==> src/rtl/picobello_pkg.sv <==
// Shared types for the serial-link transaction arbiter.
package picobello_pkg;

  typedef enum logic [1:0] {
    StIdle,
    StGrant,
    StCmd,
    StBusy
  } arb_state_e;

  // Read beat counter is one bit wider than the AXI len field.
  localparam int unsigned BeatCntW = 9;

endpackage

==> src/rtl/pb_rr_pick.sv <==
// Combinational round-robin pick: first set request at or after ptr_i, wrapping.
module pb_rr_pick #(
  parameter int unsigned NumReq = 4,
  localparam int unsigned IdxW = $clog2(NumReq)
) (
  input  logic [NumReq-1:0] req_i,
  input  logic [IdxW-1:0]   ptr_i,
  output logic [IdxW-1:0]   idx_o,
  output logic              valid_o
);

  int unsigned w_cand;

  always_comb begin
    idx_o   = '0;
    valid_o = 1'b0;
    w_cand  = 0;
    for (int unsigned i = 0; i < NumReq; i++) begin
      w_cand = 32'(ptr_i) + i;
      if (w_cand >= NumReq) w_cand = w_cand - NumReq;
      if (!valid_o && req_i[IdxW'(w_cand)]) begin
        valid_o = 1'b1;
        idx_o   = IdxW'(w_cand);
      end
    end
  end

endmodule

==> src/rtl/pb_slink_txn_arb.sv <==
// Transaction-atomic round-robin arbiter for the serial-link AXI master port.
module pb_slink_txn_arb
  import picobello_pkg::*;
#(
  parameter int unsigned NumReq        = 4,
  parameter int unsigned TimeoutCycles = 4096,
  localparam int unsigned IdxW = $clog2(NumReq),
  localparam int unsigned ToW  = $clog2(TimeoutCycles)
) (
  input  logic                   clk_i,
  input  logic                   rst_ni,
  input  logic [NumReq-1:0]      req_i,
  output logic [NumReq-1:0]      gnt_o,
  input  logic [NumReq-1:0]      cmd_valid_i,
  input  logic [NumReq-1:0]      cmd_write_i,
  input  logic [NumReq-1:0][7:0] cmd_len_i,
  output logic [NumReq-1:0]      cmd_ready_o,
  output logic                   mst_cmd_valid_o,
  input  logic                   mst_cmd_ready_i,
  output logic                   mst_cmd_write_o,
  output logic [7:0]             mst_cmd_len_o,
  input  logic                   mst_beat_i,
  input  logic                   mst_bresp_i,
  output logic [IdxW-1:0]        owner_o,
  output logic                   busy_o,
  output logic                   timeout_o
);

  arb_state_e            r_state, w_state_next;
  logic [IdxW-1:0]       r_owner, r_ptr;
  logic                  r_write;
  logic [7:0]            r_len;
  logic [BeatCntW-1:0]   r_beat_cnt;
  logic [ToW-1:0]        r_to_cnt;

  logic [IdxW-1:0]       w_pick_idx;
  logic                  w_pick_valid;
  logic                  w_release;
  logic                  w_timeout;
  logic                  w_cmd_fire;

  pb_rr_pick #(
    .NumReq (NumReq)
  ) u_rr_pick (
    .req_i   (req_i),
    .ptr_i   (r_ptr),
    .idx_o   (w_pick_idx),
    .valid_o (w_pick_valid)
  );

  always_comb begin
    w_state_next    = r_state;
    gnt_o           = '0;
    cmd_ready_o     = '0;
    mst_cmd_valid_o = 1'b0;
    mst_cmd_write_o = 1'b0;
    mst_cmd_len_o   = '0;
    w_release       = 1'b0;
    w_timeout       = 1'b0;
    w_cmd_fire      = 1'b0;
    unique case (r_state)
      StIdle: begin
        if (w_pick_valid) w_state_next = StGrant;
      end
      StGrant: begin
        gnt_o[r_owner] = 1'b1;
        if (!req_i[r_owner])          w_state_next = StIdle;
        else if (cmd_valid_i[r_owner]) w_state_next = StCmd;
      end
      StCmd: begin
        gnt_o[r_owner]  = 1'b1;
        mst_cmd_valid_o = 1'b1;
        mst_cmd_write_o = cmd_write_i[r_owner];
        mst_cmd_len_o   = cmd_len_i[r_owner];
        if (mst_cmd_ready_i) begin
          cmd_ready_o[r_owner] = 1'b1;
          w_cmd_fire           = 1'b1;
          w_state_next         = StBusy;
        end
      end
      StBusy: begin
        gnt_o[r_owner] = 1'b1;
        w_timeout      = (r_to_cnt == ToW'(TimeoutCycles - 1));
        // Writes end on the B handshake; reads end on the last R beat.
        w_release      = w_timeout ||
                         (r_write ? mst_bresp_i
                                  : (mst_beat_i && (r_beat_cnt == BeatCntW'(r_len))));
        if (w_release) w_state_next = StIdle;
      end
      default: w_state_next = StIdle;
    endcase
  end

  assign busy_o    = (r_state != StIdle);
  assign owner_o   = busy_o ? r_owner : '0;
  assign timeout_o = w_timeout;

  always_ff @(posedge clk_i or negedge rst_ni) begin
    if (!rst_ni) begin
      r_state    <= StIdle;
      r_owner    <= '0;
      r_ptr      <= '0;
      r_write    <= 1'b0;
      r_len      <= '0;
      r_beat_cnt <= '0;
      r_to_cnt   <= '0;
    end else begin
      r_state <= w_state_next;
      if (r_state == StIdle && w_pick_valid) r_owner <= w_pick_idx;
      if (w_cmd_fire) begin
        r_write    <= cmd_write_i[r_owner];
        r_len      <= cmd_len_i[r_owner];
        r_beat_cnt <= '0;
        r_to_cnt   <= '0;
      end else if (r_state == StBusy) begin
        if (mst_beat_i) r_beat_cnt <= r_beat_cnt + BeatCntW'(1);
        r_to_cnt <= r_to_cnt + ToW'(1);
      end
      if (w_release) begin
        r_ptr <= (r_owner == IdxW'(NumReq - 1)) ? '0 : r_owner + IdxW'(1);
      end
    end
  end

endmodule

==> config.mk <==
export PLATFORM = sky130hd
export DESIGN_NAME = pb_slink_txn_arb
export DESIGN_NICKNAME = d
export VERILOG_FILES = /design/src/rtl/picobello_pkg.sv /design/src/rtl/pb_rr_pick.sv /design/src/rtl/pb_slink_txn_arb.sv
export SDC_FILE = /design/constraint.sdc
export NUM_CORES = 1
export LEC_CHECK = 0
export ABC_CLOCK_PERIOD_IN_PS = 3100
export CAP_MARGIN = 20
export CORE_ASPECT_RATIO = 1.75
export CORE_MARGIN = 8
export CORE_UTILIZATION = 40
export CTS_CLUSTER_SIZE = 20
export DETAILED_ROUTE_END_ITERATION = 10
export PLACE_DENSITY = 0.7
export SLEW_MARGIN = 20
export SYNTH_ARGS = -nofsm -noshare
export SYNTH_HDL_FRONTEND = slang
export SYNTH_SLANG_ARGS = --single-unit
export TNS_END_PERCENT = 1
==> constraint.sdc <==
create_clock -name clk_i -period 3.1 [get_ports clk_i]
set_clock_uncertainty 0.2 [all_clocks]
set_input_delay 0.93 -clock clk_i [delete_from_list [all_inputs] [get_ports clk_i]]
set_output_delay 0.93 -clock clk_i [all_outputs]
set_load 0.01 [all_outputs]
==> impl_metrics.yaml, run 1 <==
outcome:
  outcome: "completed"
detailed_routing:
  drc: 0
  drtPass1Iterations: 6
  wirelength_um: 5980
  drtAntennaViolNets: 0
  dr.first_iter.drc_count: 120
  via_per_inst: 5.13
  wl_per_cell_um: 14.6
  vias: 2097
die:
  die_area_mm2: 0.00844
  die_h_um: 116
  start_util_pct: 41.0
  pin_count: 71
  fp.dieW_um: 72.9
  coreArea_mm2: 0.00554
  core.rowCount: 36
clock_tree:
  cts_tree: "built"
  clk_latency_ps: 300
  path_clk_slew_ps: 70
  cts_hold_buf: 0
  cts_buffers: 5
  cts_sinks: 36
  clock-root-buffer: "clkbuf_8"
  clock_path_buffers: 2
  cts_htree_levels: 2
synthesis:
  synthCells: 240
  synthFlopType: "dfrtp_1"
  synth-async-reset-ratio_pct: 100
  syn_area_per_cell_um2: 9.46
  ys_ff_latch: 36
  ys_warn_count: 0
  synth_cell_types: 36
  ys_seq_area_share_pct: 39.7
  synth_area_mm2: 0.00227
  synth_top_area_share_pct: 39.7
  synth_top_area_cell: "dfrtp_1"
  synth.area.top_cells: "dfrtp_1 40%, mux4_2 11%, nand2_1 7.9%"
  syn_nets: 295
  synth_edf_count: 0
min_path:
  hp-class: "register to register"
global_route:
  grt.overflow.total: 0
  grt_pass1_vias: 2316
  grt_first_pass_wirelength_um: 10400
  grt_max_degree: 37
  antenna_found_initial: 0
  gr-usage-all-layers_pct: 15.5
final_layout:
  fin_area_mm2: 0.00330
  n_antenna_cell: 0
  synthToLayoutAreaGrowth_pct: 45.5
  layout-drive-gt1-share_pct: 18.6
  fin_util_pct: 59.6
  fill_cells: 518
  num-nets-final: 387
  multi_input_area_mm2: 0.00133
  seq_area_um2: 902
power:
  p_int_w: 0.00153
  power_density_mw_per_mm2: 749
  leakage_nw: 1.63
  peakVddDrop_v: 0.000374
  fin_total_pwr_w: 0.00247
  share_comb_of_total_power_pct: 52.2
  sw_frac_of_total_pct: 38.0
  p_seq_share_pct: 31.0
  p_clk_share_pct: 16.8
  switchingPower_w: 0.000940
setup_path:
  worstPathCellList: "dlygate4sd2_1, mux4_2, and2_1, buf_2"
  critPathKind: "primary input to primary output"
  path_max_fanout: 2
  max_stage_delay_ps: 480
  crit_required_ps: 1970
  startpoint_type: "primary input"
  cp.arrival_ps: 1920
  cpMaxStageDelayCell: "mux4_2"
  end_kind: "primary output"
sta:
  rsz0062_at_grt: "true"
  whs_ps: 297
  maxSlewHeadroom_pct: 69.3
  drv_slew: 0
  worst_pin_slew_ps: 461
  fin_crit_sh_pct: 98.4
  setup_slack_ps: 49.4
  fmax_mhz: 328
  setup_viol: 0
  hold_viol: 0
  period_needed_ps: 3050
run:
  cap_violations: 0
placed_design:
  routabilityCongestion: 0.808
  place_ws_ps: -501
  dp_hpwl_um: 4720
  placed_cell_area_mm2: 0.00321
  port_buffers: 70
## through the flow
step,setup TNS [ps],instances
global route,-81.0,409
floorplan,0,240
detailed placement,-5350,399
CTS,-325,408
finish,0,409
global placement,-5260,399
## worst max-delay path: cells and delay by family
kind	cells	cell delay, ps
AND/OR/NAND/NOR	1	150
multiplexers	1	480
buffers and inverters	2	360
## sequential cells by signal, indices dropped and copies added, names as in the netlist, named ones only
name	count
r_beat_cnt	9
r_len	8
r_owner	2
r_ptr	2
r_state	1
r_to_cnt	12
r_write	1
## area by class of cell
| cell class | instances | share of cell area (%) |
|---|---|---|
| flip-flops and latches | 36 | 27.3 |
| multi-input cells | 190 | 40.4 |
| well taps | 76 | 2.88 |
| clock inverters | 3 | 1.29 |
| clock buffers | 5 | 2.08 |
| repair buffers | 93 | 25.4 |
| inverters | 6 | 0.682 |
## logic make-up after synthesis
logic type,count (synthesis),share of synthesized area [%]
xor gates and xnor gates,19,7.33
muxes,15,13.1
buffers and inverters,14,2.48
adders and majority gates,6,3.31
and+or+nand+nor,118,25.5
AOI/OAI and AO/OA,32,8.60
DFF,36,39.7
## path summary, 6_finish.rpt
path                                from               end  slack [ps]  depth (start not counted)
hold reg to reg                 r_len[6]          r_len[6]         300                          2
min in group asynchronous         rst_ni       r_to_cnt[3]         840                          2
max in group asynchronous         rst_ni       r_to_cnt[0]        1510                          2
setup / recovery           cmd_len_i[30]  mst_cmd_len_o[6]          50                          4
setup reg to reg                 r_write          r_ptr[0]        1020                          5
hold / removal                  r_len[6]          r_len[6]         300                          2
## cell usage after synthesis (2+ instances only)
cell type	count
nand2_1	48
dfrtp_1	36
nor2_1	22
o21ai_0	16
xor2_1	13
and2_1	12
mux4_2	11
and3_1	9
a21oi_1	7
nand4_1	7
ha_1	6
inv_1	6
xnor2_1	6
nor2b_1	5
clkbuf_1	4
nand3_1	4
buf_2	3
a31oi_1	2
and4_1	2
mux2_4	2
mux2i_1	2
nor3_1	2
nor3b_1	2
## layer usage
layer	share of wire (%)	vias to the layer above	track usage (%)
met3	7.7	10	5.46
met1	37	997	15.3
li1	-	1022	-
met4	2.7	0	8.06
met2	53	68	27.4
met5	0	-	0
## timing repair
action | in CTS | in global routing
pin swaps | 8 | 1
setup endpoints to repair | 14 | 8
buffers inserted | 1 | 1
gates resized for setup | 74 | 12
## power by group through the flow
stage | clock network, W | logic [W] | registers (W)
after detailed placement | 0 | 0.00132 | 0.000762
after global routing | 0.000443 | 0.00145 | 0.000786
after global placement | 0 | 0.00130 | 0.000757
after CTS | 0.000433 | 0.00130 | 0.000756
after floorplan | 0 | 0.000764 | 0.000713
final | 0.000415 | 0.00129 | 0.000766
## cell usage in the layout (no fill, tap or decap), types with 6 or more instances in the layout
cell / Yosys / final
and3_1: 9 / 9
inv_1: 6 / 6
o21ai_0: 16 / 16
dfrtp_1: 36 / 35
nor2_1: 22 / 22
mux4_2: 11 / 11
clkdlybuf4s50_1: 0 / 21
buf_2: 3 / 7
xnor2_1: 6 / 6
a21oi_1: 7 / 7
and2_1: 12 / 9
xor2_1: 13 / 13
nand2_1: 48 / 48
nand4_1: 7 / 7
dlymetal6s2s_1: 0 / 7
dlygate4sd2_1: 0 / 32
buf_4: 0 / 21
Power figures use the tool's default switching activity.
==> run 2: changes to the inputs <==
Settings changed: ABC_AREA set to 1, ABC_CLOCK_PERIOD_IN_PS 3100 to 2500, GPL_TIMING_DRIVEN set to 0, PLACE_DENSITY 0.7 to 0.71.
Clock period 3.1 ns to 2.5 ns, I/O delays scaled along.
==> run 2 against run 1 <==
- the run now ends with negative setup slack left
- count of clock-buffer cells in the layout is the same
- largest cell class unchanged
- critical endpoint unchanged
- largest power group unchanged
- synthesized cell count grew 56%
- highest routed layer unchanged
- register-to-register slack lost 350 ps
- sequential share of layout area shrank 2.6 points
- routed wire length grew 32%
==> impl_metrics.yaml, run 2 <==
detailed_routing:
  route.top_layer_used: "met4"
  wl_met3_um: 356
  wl_per_cell_um: 14.3
  met1_length_um: 3080
  drc: 0
  drtAntennaViolNets: 0
  dr.first_iter.drc_count: 189
  via_per_inst: 5.03
  drtPass1Iterations: 4
  wirelength_um: 7910
  vias: 2782
  wl_met2_um: 4230
clock_tree:
  clk_latency_ps: 300
  clock_path_buffers: 2
  cts_tree: "built"
  path_clk_slew_ps: 80
  cts_sinks: 36
  cts_htree_levels: 2
  clock-root-buffer: "clkbuf_8"
  cts_buffers: 5
die:
  pin_count: 71
  die_area_mm2: 0.00926
  coreArea_mm2: 0.00618
  die_h_um: 121
  start_util_pct: 41.1
  fp.dieW_um: 76.3
  core.rowCount: 38
sta:
  rsz0062_at_grt: "true"
  drv_slew: 0
  worst_pin_slew_ps: 382
  fin_crit_sh_pct: 101
  maxSlewHeadroom_pct: 74.6
  period_needed_ps: 2530
  setup_slack_ps: -29.8
  fmax_mhz: 395
  hold_viol: 0
  setup_viol: 8
  tns_ps: -142
synthesis:
  synth_top_area_share_pct: 35.5
  synth_area_mm2: 0.00254
  syn_nets: 429
  synthFlopType: "dfrtp_1"
  ys_warn_count: 0
  ys_seq_area_share_pct: 35.5
  synth_edf_count: 0
  yosysMostFrequentCell: "nand2_1"
  synth.area.top_cells: "dfrtp_1 35%, nand2_1 16%, nor2_1 6.1%"
  syn_area_per_cell_um2: 6.79
  synth_cell_types: 36
  ys_ff_latch: 36
  synth-async-reset-ratio_pct: 100
  synth_commonest_cells: "108 x nand2_1, 41 x nor2_1, 40 x inv_1"
  synth_top_area_cell: "dfrtp_1"
  synthCells: 374
power:
  share_comb_of_total_power_pct: 62.3
  power_density_mw_per_mm2: 1040
  p_seq_share_pct: 26.5
  fin_total_pwr_w: 0.00381
  leakage_nw: 1.92
  sw_frac_of_total_pct: 45.5
  p_int_w: 0.00208
  switchingPower_w: 0.00173
  peakVddDrop_v: 0.000600
  p_clk_share_pct: 11.2
global_route:
  grt_first_pass_wirelength_um: 12800
  grt_max_degree: 23
  grt.overflow.total: 0
  antenna_found_initial: 0
  grt_pass1_vias: 2775
  gr-usage-all-layers_pct: 16.8
final_layout:
  instances_no_fill: 553
  layout-drive-gt1-share_pct: 22.8
  synthToLayoutAreaGrowth_pct: 44.3
  n_antenna_cell: 0
  largest_reg_flops: 12
  largest-register: "r_to_cnt"
  reg.largest.list: "r_to_cnt (12), r_beat_cnt (9), r_len (8)"
  num-nets-final: 527
  final_cell_mix: "106 x nand2_1, 40 x dlygate4sd2_1, 38 x nor2_1"
  layout_commonest_cell: "nand2_1"
run:
  cap_violations: 0
setup_path:
  worstPathCellList: "buf_8, buf_12, nand2_1, a32o_2, nor2_2, buf_2"
  cp.arrival_ps: 1580
  startpoint_type: "register"
  end_kind: "primary output"
  max_stage_delay_ps: 460
  path_max_fanout: 9
  critPathKind: "register to primary output"
  crit_required_ps: 1550
  cpMaxStageDelayCell: "dfrtp_2"
min_path:
  hp-class: "primary input to asynchronous set/reset pin"
placed_design:
  routabilityCongestion: 0.835
  dp_hpwl_um: 5940
  placed_cells: 525
  port_buffers: 70
outcome:
  violations: "negative setup slack"
  outcome: "finished, violations left"
==> run 2: what timing repair did <==
action	4_1_cts	5_1_grt
setup endpoints to repair	22	18
cloned	0	2
resized for setup	150	19
pin swaps	35	12
buffers inserted	11	8
hold buffers	0	0
==> run 2: kinds of logic (layout without fill, tap and decap cells) <==
family | count (synthesis) | in the layout | synth area share, %
XOR/XNOR | 4 | 4 | 1.38
adder cells (fa/ha/maj) | 6 | 6 | 2.95
buffers and inverters | 59 | 158 | 9.45
flip-flops | 36 | 36 | 35.5
AND/OR/NAND/NOR | 201 | 201 | 34.9
AO/OA/AOI/OAI | 68 | 68 | 15.9
==> run 2: cell type report <==
class | count | area, um^2
Fill cell | 600 | 2510
Sequential cell | 36 | 906
Inverter | 48 | 193
Buffer | 10 | 119
Multi-Input combinational cell | 279 | 1470
Clock inverter | 3 | 23.8
Clock buffer | 5 | 68.8
Timing Repair Buffer | 92 | 791
Tap cell | 80 | 100
==> run 2: worst max-delay path: cells and delay by family (launching register included) <==
family                 cells  cell delay [ps]
buffers and inverters      3              380
DFF                        1              460
and+or+nand+nor            2              150
AOI/OAI and AO/OA          1              280
==> run 2: path summary, 6_finish.rpt <==
path	start	end	slack (ps)	cells past startpoint
max in group asynchronous	rst_ni	r_owner[1]	1500	2
hold / removal	rst_ni	r_len[2]	160	1
min in group clk_i	r_to_cnt[10]	r_to_cnt[10]	300	1
hold reg to reg	r_to_cnt[10]	r_to_cnt[10]	300	1
setup reg to reg	r_state[0]	r_beat_cnt[7]	670	9
setup / recovery	r_owner[0]	mst_cmd_len_o[6]	-30	6
==> run 2: power by group through the flow <==
stage,Clock (W),Sequential (W),Combinational (W)
2_1_floorplan,0,0.000947,0.00135
3_5_place_dp,0,0.00101,0.00198
6_report,0.000426,0.00101,0.00237
3_3_place_gp,0,0.000996,0.00194
5_1_grt,0.000460,0.00105,0.00262
4_1_cts,0.000440,0.00102,0.00216
==> run 2: per-stage QoR <==
step | utilization, % | setup slack (ps) | instance area [um^2] | hold slack (ps)
finish | 59.3 | -29.8 | 3670 | 163
detailed placement | 54.4 | -885 | 3360 | 291
floorplan | - | 229 | 2540 | 254
global placement | 54.1 | -868 | 3340 | 282
global route | 59.3 | -101 | 3670 | 182
CTS | 57.1 | -113 | 3530 | 170
==> run 2: metal layers <==
metal  up-vias  global-route usage [%]
li1       1411                       -
met1      1281                    17.1
met2        72                    30.6
met3        18                    4.38
met4         0                    9.08
met5         -                       0
==> run 3: changes to the inputs <==
Settings changed: SKIP_CTS_REPAIR_TIMING set to 1.
==> run 3 against run 2 <==
- the flow still finishes with violations (negative setup slack)
- hold slack got worse by 2.7 ps
- maximum frequency is 7.8% lower
- worst setup slack worse by 210 ps
- global-route usage is 0.42 points lower
- critical endpoint is now mst_cmd_len_o[4]
- routed wire length shrank 5.6%
- clock power about the same
- design area is 3.1% lower
- critical path depth shrank 1
- via count fell by 3.7%
- non-clock buffer count shrank 18
- power fell by 8.4%
==> impl_metrics.yaml, run 3 (synthesized netlist as in run 2, its figures left out) <==
final_layout:
  layout_commonest_cell: "nand2_1"
  instances_no_fill: 535
  fill_cells: 603
  largest_reg_flops: 12
  seq_area_um2: 906
  layout-drive-gt1-share_pct: 14.3
  synthToLayoutAreaGrowth_pct: 39.8
  final_cell_mix: "108 x nand2_1, 48 x clkdlybuf4s50_1, 39 x inv_1, 39 x nor2_1, 32 x dfrtp_1"
  largest-register: "r_to_cnt"
  multi_input_area_mm2: 0.00143
  reg.largest.list: "r_to_cnt (12), r_beat_cnt (9), r_len (8)"
  num-nets-final: 509
  n_antenna_cell: 0
  fin_util_pct: 57.5
sta:
  worst_pin_slew_ps: 379
  setup_slack_ps: -243
  hold_viol: 0
  tns_ps: -2110
  period_needed_ps: 2740
  rsz0062_at_grt: "true"
  drv_slew: 0
  fmax_mhz: 365
  maxSlewHeadroom_pct: 74.8
  fin_crit_sh_pct: 110
  setup_viol: 11
die:
  die_h_um: 121
  core.rowCount: 38
  die_area_mm2: 0.00926
  coreArea_mm2: 0.00618
  start_util_pct: 41.1
  pin_count: 71
  fp.dieW_um: 76.3
detailed_routing:
  wirelength_um: 7470
  drc: 0
  dr.first_iter.drc_count: 210
  vias: 2679
  drtPass1Iterations: 4
  via_per_inst: 5.01
  drtAntennaViolNets: 0
  wl_per_cell_um: 14.0
clock_tree:
  cts_sinks: 36
  clock_path_buffers: 2
  cts_tree: "built"
  clock-root-buffer: "clkbuf_8"
  cts_htree_levels: 2
  cts_buffers: 5
  path_clk_slew_ps: 80
  clk_latency_ps: 300
placed_design:
  placed_cells: 525
  routabilityCongestion: 0.835
  port_buffers: 70
  dp_hpwl_um: 5940
  place_ws_ps: -885
setup_path:
  worstPathCellList: "clkdlybuf4s50_1, nand2_1, a32o_1, nor2_1, dlymetal6s2s_1"
  critPathBufInv: 2
  r2r_setup_slack_ps: 660
  critical-path-top-delay-family: "buffers and inverters"
  cp.arrival_ps: 1790
  cpMaxStageDelayCell: "clkdlybuf4s50_1"
  reg2reg_to: "r_state[0]"
  crit_required_ps: 1550
  startpoint_type: "primary input"
  critPathKind: "primary input to primary output"
  max_stage_delay_ps: 460
  end_kind: "primary output"
  path_max_fanout: 2
  worst_r2r_path_depth: 9
  reg2reg_from: "r_to_cnt[0]"
global_route:
  antenna_found_initial: 0
  gr-usage-all-layers_pct: 16.4
  grt.overflow.total: 0
  grt_pass1_vias: 2693
  grt_max_degree: 23
  grt_first_pass_wirelength_um: 12500
power:
  p_seq_share_pct: 29.0
  sw_frac_of_total_pct: 46.8
  peakVddDrop_v: 0.000598
  power_density_mw_per_mm2: 983
  share_comb_of_total_power_pct: 58.8
  p_clk_share_pct: 12.2
  leakage_nw: 1.89
  p_int_w: 0.00186
  switchingPower_w: 0.00163
  fin_total_pwr_w: 0.00349
min_path:
  hp-class: "primary input to asynchronous set/reset pin"
outcome:
  outcome: "finished, violations left"
  violations: "negative setup slack"
run:
  cap_violations: 0
-- run 3: metal layers --
metal	share of wire, %	GRT usage (%)	up-vias	routed length, um
met3	5.0	4.53	11	374
met5	0	0	-	0
met4	2.3	8.84	0	175
met1	39	16.9	1232	2920
li1	-	-	1374	-
met2	54	29.4	62	4000
-- run 3: worst max-delay path by stage --
stage	slack, ps	cells after the start	start	endpoint
after floorplan	230	4	mst_cmd_ready_i	cmd_ready_o[0]
after CTS	-900	6	mst_cmd_ready_i	cmd_ready_o[0]
after global placement	-870	6	mst_cmd_ready_i	cmd_ready_o[3]
final	-240	5	cmd_len_i[12]	mst_cmd_len_o[4]
after global routing	-300	5	cmd_len_i[15]	mst_cmd_len_o[7]
after detailed placement	-880	6	mst_cmd_ready_i	cmd_ready_o[1]
-- run 3: layout make-up --
class	count	share of cell area [%]
Multi-Input combinational cell	279	40.4
Sequential cell	36	25.5
Timing Repair Buffer	74	20.8
Inverter	48	5.35
Tap cell	80	2.82
Buffer	10	2.57
Clock buffer	5	1.94
Clock inverter	3	0.669
-- run 3: power by group through the flow --
stage / sequential, W / combinational [W] / clock, W
6_report: 0.00101 / 0.00205 / 0.000427
5_1_grt: 0.00105 / 0.00230 / 0.000460
4_1_cts: 0.00100 / 0.00199 / 0.000440
3_5_place_dp: 0.00101 / 0.00198 / 0
3_3_place_gp: 0.000996 / 0.00194 / 0
2_1_floorplan: 0.000947 / 0.00135 / 0
-- run 3: through the flow --
step / area [um^2] / hold WS [ps]
finish: 3550 / 160
global route: 3550 / 182
CTS: 3460 / 170
detailed placement: 3360 / 291
global placement: 3340 / 282
floorplan: 2540 / 254
